### src/rtl/puf_pkg.sv
// Shared types and sizing helpers for the TERO PUF response path.
package puf_pkg;

  typedef enum logic [1:0] {
    COLLECT = 2'b00,
    COMPARE = 2'b01,
    OUTPUT  = 2'b10
  } collector_state_t;

  // Loop-index width, identical to the evaluation FSM's select_puf width.
  function automatic int sel_bits_for(input int num_loops);
    return $clog2(num_loops - 1) + 1;
  endfunction

  // Width of a pair counter; never zero so a single pair still has a port.
  function automatic int pair_bits_for(input int num_pairs);
    return (num_pairs > 1) ? $clog2(num_pairs) : 1;
  endfunction

endpackage

### src/rtl/tero_avg_store.sv
// Per-loop average register file with seen[] tracking, write checks and a
// combinational read of one adjacent loop pair.
module tero_avg_store
  import puf_pkg::*;
#(
  parameter int NUM_LOOPS        = 4,
  parameter int CNT_BITS         = 32,
  parameter int REPETITIONS_LOG2 = 12,
  parameter int SEL_BITS         = sel_bits_for(NUM_LOOPS),
  parameter int AVG_BITS         = CNT_BITS - REPETITIONS_LOG2,
  parameter int PAIR_BITS        = pair_bits_for(NUM_LOOPS / 2)
) (
  input  logic                 clk,
  input  logic                 reset,
  input  logic                 wr_en,
  input  logic [SEL_BITS-1:0]  wr_sel,
  input  logic [CNT_BITS-1:0]  wr_count,
  input  logic                 clear,
  input  logic [PAIR_BITS-1:0] rd_pair,
  output logic [AVG_BITS-1:0]  rd_even,
  output logic [AVG_BITS-1:0]  rd_odd,
  output logic                 wr_err,
  output logic                 all_seen_next
);

  logic [AVG_BITS-1:0]  avg_q [NUM_LOOPS];
  logic [AVG_BITS-1:0]  avg_d [NUM_LOOPS];
  logic [NUM_LOOPS-1:0] seen_q;
  logic [NUM_LOOPS-1:0] seen_d;
  logic [NUM_LOOPS-1:0] hit;
  logic [AVG_BITS-1:0]  wr_avg;
  logic                 in_range;
  logic                 unused_low_bits;

  // Averaging is a truncating shift; the fractional bits are discarded.
  assign wr_avg          = wr_count[CNT_BITS-1:REPETITIONS_LOG2];
  assign unused_low_bits = ^wr_count[REPETITIONS_LOG2-1:0];

  // One extra bit so NUM_LOOPS itself is representable in the range check.
  assign in_range = ({1'b0, wr_sel} < (SEL_BITS + 1)'(NUM_LOOPS));

  for (genvar gi = 0; gi < NUM_LOOPS; gi++) begin : g_hit
    assign hit[gi] = wr_en && (wr_sel == SEL_BITS'(gi));
  end

  assign wr_err        = wr_en && (!in_range || (|(hit & seen_q)));
  assign all_seen_next = &(seen_q | hit);

  always_comb begin
    for (int i = 0; i < NUM_LOOPS; i++) begin
      avg_d[i] = hit[i] ? wr_avg : avg_q[i];
    end
    seen_d = clear ? '0 : (seen_q | hit);
  end

  always_comb begin
    rd_even = '0;
    rd_odd  = '0;
    for (int i = 0; i < NUM_LOOPS / 2; i++) begin
      if (rd_pair == PAIR_BITS'(i)) begin
        rd_even = avg_q[2*i];
        rd_odd  = avg_q[2*i+1];
      end
    end
  end

  always_ff @(posedge clk or posedge reset) begin
    if (reset) begin
      for (int i = 0; i < NUM_LOOPS; i++) begin
        avg_q[i] <= '0;
      end
      seen_q <= '0;
    end else begin
      for (int i = 0; i < NUM_LOOPS; i++) begin
        avg_q[i] <= avg_d[i];
      end
      seen_q <= seen_d;
    end
  end

endmodule

### src/rtl/tero_response_collector.sv
// Collects per-loop TERO averages, compares adjacent loop pairs after the
// evaluation FSM finishes and hands the response word out on valid/ready.
module tero_response_collector
  import puf_pkg::*;
#(
  parameter int NUM_LOOPS        = 4,
  parameter int CNT_BITS         = 32,
  parameter int REPETITIONS_LOG2 = 12,
  parameter int SEL_BITS         = sel_bits_for(NUM_LOOPS),
  parameter int AVG_BITS         = CNT_BITS - REPETITIONS_LOG2,
  parameter int RESP_BITS        = NUM_LOOPS / 2
) (
  input  logic                 clk,
  input  logic                 reset,
  input  logic                 store_response_puf,
  input  logic [SEL_BITS-1:0]  select_puf,
  input  logic [CNT_BITS-1:0]  puf_count,
  input  logic                 fsm_done,
  output logic [RESP_BITS-1:0] response,
  output logic                 response_valid,
  input  logic                 response_ready,
  output logic                 error
);

  localparam int PAIR_BITS = pair_bits_for(RESP_BITS);

  collector_state_t     state_q, state_d;
  logic [PAIR_BITS-1:0] pair_q, pair_d;
  logic [RESP_BITS-1:0] response_q, response_d;
  logic                 valid_q, valid_d;
  logic                 error_q, error_d;
  logic                 err_flag_q, err_flag_d;
  logic                 done_q;
  logic                 done_rise;
  logic                 wr_en;
  logic                 overrun;
  logic                 clear_seen;
  logic                 wr_err;
  logic                 all_seen_next;
  logic [AVG_BITS-1:0]  rd_even;
  logic [AVG_BITS-1:0]  rd_odd;

  assign done_rise = fsm_done & ~done_q;
  assign wr_en     = store_response_puf && (state_q == COLLECT);
  assign overrun   = store_response_puf && (state_q != COLLECT);

  tero_avg_store #(
    .NUM_LOOPS        (NUM_LOOPS),
    .CNT_BITS         (CNT_BITS),
    .REPETITIONS_LOG2 (REPETITIONS_LOG2),
    .SEL_BITS         (SEL_BITS),
    .AVG_BITS         (AVG_BITS),
    .PAIR_BITS        (PAIR_BITS)
  ) u_avg_store (
    .clk           (clk),
    .reset         (reset),
    .wr_en         (wr_en),
    .wr_sel        (select_puf),
    .wr_count      (puf_count),
    .clear         (clear_seen),
    .rd_pair       (pair_q),
    .rd_even       (rd_even),
    .rd_odd        (rd_odd),
    .wr_err        (wr_err),
    .all_seen_next (all_seen_next)
  );

  always_comb begin
    state_d    = state_q;
    pair_d     = pair_q;
    response_d = response_q;
    valid_d    = valid_q;
    error_d    = error_q;
    err_flag_d = err_flag_q;
    clear_seen = 1'b0;
    case (state_q)
      COLLECT: begin
        if (wr_err) err_flag_d = 1'b1;
        // A store landing with the done edge is already included in all_seen_next.
        if (done_rise) begin
          state_d = COMPARE;
          pair_d  = '0;
          if (!all_seen_next) err_flag_d = 1'b1;
        end
      end
      COMPARE: begin
        for (int i = 0; i < RESP_BITS; i++) begin
          if (pair_q == PAIR_BITS'(i)) response_d[i] = (rd_even > rd_odd);
        end
        if (overrun) err_flag_d = 1'b1;
        // The snapshot uses the registered flag, so a late overrun stays out of it.
        if (pair_q == PAIR_BITS'(RESP_BITS - 1)) begin
          state_d = OUTPUT;
          valid_d = 1'b1;
          error_d = err_flag_q;
        end else begin
          pair_d = pair_q + PAIR_BITS'(1);
        end
      end
      OUTPUT: begin
        if (overrun) err_flag_d = 1'b1;
        if (response_ready) begin
          state_d    = COLLECT;
          valid_d    = 1'b0;
          error_d    = 1'b0;
          err_flag_d = 1'b0;
          clear_seen = 1'b1;
        end
      end
      default: state_d = COLLECT;
    endcase
  end

  always_ff @(posedge clk or posedge reset) begin
    if (reset) begin
      state_q    <= COLLECT;
      pair_q     <= '0;
      response_q <= '0;
      valid_q    <= 1'b0;
      error_q    <= 1'b0;
      err_flag_q <= 1'b0;
      done_q     <= 1'b0;
    end else begin
      state_q    <= state_d;
      pair_q     <= pair_d;
      response_q <= response_d;
      valid_q    <= valid_d;
      error_q    <= error_d;
      err_flag_q <= err_flag_d;
      done_q     <= fsm_done;
    end
  end

  assign response       = response_q;
  assign response_valid = valid_q;
  assign error          = error_q;

endmodule

### config.mk
export PLATFORM = sky130hd
export DESIGN_NAME = tero_response_collector
export DESIGN_NICKNAME = d
export VERILOG_FILES = /design/src/rtl/puf_pkg.sv /design/src/rtl/tero_avg_store.sv /design/src/rtl/tero_response_collector.sv
export SDC_FILE = /design/constraint.sdc
export NUM_CORES = 1
export LEC_CHECK = 0
export ABC_CLOCK_PERIOD_IN_PS = 7760
export CORE_ASPECT_RATIO = 0.8
export CORE_MARGIN = 1.5
export CORE_UTILIZATION = 48
export CTS_CLUSTER_DIAMETER = 120
export CTS_CLUSTER_SIZE = 30
export DETAILED_ROUTE_END_ITERATION = 8
export DONT_BUFFER_PORTS = 1
export GPL_ROUTABILITY_DRIVEN = 0
export PLACE_DENSITY = 0.71
export SYNTH_ARGS = -nofsm -noshare
export SYNTH_HDL_FRONTEND = slang
export SYNTH_SLANG_ARGS = --single-unit
export TNS_END_PERCENT = 30
### constraint.sdc
create_clock -name clk -period 7.76 [get_ports clk]
set_input_delay 1.164 -clock clk [delete_from_list [all_inputs] [get_ports clk]]
set_output_delay 1.164 -clock clk [all_outputs]
set_load 0.005 [all_outputs]
==> results.ini <==
[die]
dieArea_um2 = 10200
io_pins = 44
coreArea_um2 = 9190
die_width_um = 112
initial_core_util = 0.500
rows = 31
die_y_um = 90.5

[layout]
final_cell_mix = dfrtp_1 (92), nand2_1 (73), mux2_1 (42), mux2_2 (39), ha_1 (25)
fin_nets = 449
fin_cells = 504
syn2layout_area_growth_pct = 8.50
n_antenna_cell = 0
drive_gt1_frac = 0.175
final_common_cell = dfrtp_1

[pwr]
power.density_nw_per_um2 = 419
power.leakage_nw = 2.38
vdd_ir_drop_max_v = 0.000241

[cts]
postCtsSetupRepairBufs = 0
cts_buffers = 9
cts.sinks = 93
cts_hold_buf = 0
cts_tree = done
cts.reportedPaths.clkPinSlew_ns = 0.07
clockBufferDepth = 2
clkLatencyLatePin_ns = 0.34
cts-root-buf = clkbuf_16
ctsResizeCount = 0
htreeDepth = 3

[routing]
drc = 5
post_drt_wl_per_cell_um = 17.2
avgViaCountPerCell = 5.62
ant_nets = 0
wirelength_um = 8650
drt_pass1_iterations = 9
num_vias = 2830
drtIter0Drc = 159

[synthesis]
syn_area_per_cell_um2 = 12.0
netlist_area_um2 = 4590
syn_inst = 384
yosysUniqueCellTypes = 38
yosysSeqAreaShare = 0.507
synth_top_area_cell = dfrtp_1
yosysWarnings = 0
ys_seq_elements = 93
ys_top_cells_by_area = dfrtp_1 (51%), mux2_1 (10%), mux2_2 (9.6%)
synth.net_count = 449
yosys.area.top_type_share = 0.507

[sta]
worst_slew_pin_slew_ns = 1.10
drv_slew = 0
setup_viol = 0
period_minus_slack_ns = 3.30
slew_headroom = 0.263
fmax_mhz = 303
setup_tns_ns = 0
fin_skew_ns = 0.00409
fin_crit_sh = 0.426
rsz0062_at_grt = false
hold_violations = 0

[worst_setup_path]
path_class = register to register
setup.worst_path.end_class = register
start_kind = register
crit_slowest_cell = dfrtp_2
critPathArrivalTime_ns = 3.51
cp_common_cell = o21ai_1
crit_family = compound AO/OA/AOI/OAI gates
crit_path_max_incr_delay_ns = 0.67
required_ns = 7.97
crit_chain = buf_4 -> mux2_2 -> ha_1 -> a21oi_1 -> o21ai_1 -> a221o_1 -> a2111oi_2 -> o21ai_1
cp_max_fo = 28
path_buf_inv = 1

[global_route]
grt_max_degree = 77
antenna_found_initial = 0
grtUsageTotal = 0.188
grt_pass1_vias = 2954
overflow = 0
grt_first_pass_wirelength_um = 14700

[placed_design]
hpwl_um = 5660
portBuffers = 0
dpl.cell_count = 488

[run_status]
failed_checks = DRC
status = finished, violations left

[min_path]
hold_path_class = register to register

[job]
max-cap-violations = 0

report_power, final:
part	internal, mW	switching [mW]	leakage, nW
combinational	0.420	0.385	1.08
clock	0.252	0.183	0.143
sequential	0.715	0.133	1.15
total	1.39	0.702	2.38
kinds of logic (layout without fill, tap and decap cells):
family | Yosys count | in the layout | synth area share
adder cells (fa/ha/maj) | 25 | 25 | 0.0681
flip-flops | 93 | 93 | 0.507
AO/OA/AOI/OAI | 36 | 36 | 0.0501
AND/OR/NAND/NOR | 107 | 107 | 0.105
multiplexers | 103 | 103 | 0.246
buffers and inverters | 20 | 25 | 0.0234
routing by layer:
metal  global-route usage  part of all wire
met1                0.239              0.46
met2                0.305              0.48
met3               0.0658             0.058
met4               0.0506             0.010
met5                    0                 0
path summary, 6_finish.rpt:
kind | slack (ns) | depth (start not counted) | end | from
worst max-delay path | 4.46 | 8 | response[0]$_DFFE_PP0P_ | pair_q$_DFFE_PP0P_
min in group asynchronous | 0.64 | 1 | response[0]$_DFFE_PP0P_ | reset
worst max register to register | 4.46 | 8 | response[0]$_DFFE_PP0P_ | pair_q$_DFFE_PP0P_
max in group asynchronous | 5.90 | 2 | u_avg_store.avg_q[29]$_DFFE_PP0P_ | reset
worst min register to register | 0.47 | 2 | u_avg_store.avg_q[76]$_DFFE_PP0P_ | u_avg_store.avg_q[76]$_DFFE_PP0P_
worst min-delay path | 0.47 | 2 | u_avg_store.avg_q[76]$_DFFE_PP0P_ | u_avg_store.avg_q[76]$_DFFE_PP0P_
stage by stage:
stage	power, mW	hold slack (ns)	util	worst slack [ns]	cell area [µm²]
global route	2.27	0.493	0.542	4.24	4980
CTS	2.11	0.474	0.542	4.42	4980
global placement	1.62	0.453	0.510	4.45	4690
finish	2.09	0.472	0.542	4.46	4980
detailed placement	1.66	0.458	0.510	4.43	4690
floorplan	1.48	0.442	-	4.18	4590
state kept, by name, indices dropped and copies added (netlist names):
register / cells
u_avg_store.seen_q: 4
state_q: 2
done_q: 1
response: 2
u_avg_store.avg_q: 80
response_valid: 1
pair_q: 1
error: 1
err_flag_q: 1
layout make-up:
class	count	area (µm²)
Fill cell	766	4210
Inverter	5	20.0
Sequential cell	93	2330
Tap cell	115	144
Clock buffer	10	229
Multi-Input combinational cell	271	2160
Clock inverter	6	68.8
Timing Repair Buffer	4	30.0
worst min-delay path, cell delays in order, from the launching register on:
cell and delay, ns:
dfrtp_1 0.34, nand2_1 0.05, nand2_1 0.05
cells in the mapped netlist, drive strengths merged:
cell type and n:
nand4 4, nand2b 4, a2111oi 1, nand3b 1, mux2 81, o21a 4
and4bb 1, ha 25, o22ai 2, and2 1, buf 15, a21boi 1
nor2 10, or3b 1, mux2i 22, inv 5, nor3 1, o21ai 10
a31oi 5, nor2b 3, o211a 1, a221o 1, dfrtp 93, nand2 73
and4 2, nand3 5, a21oi 9, a21o 2, or2 1
Power figures use the tool's default switching activity.
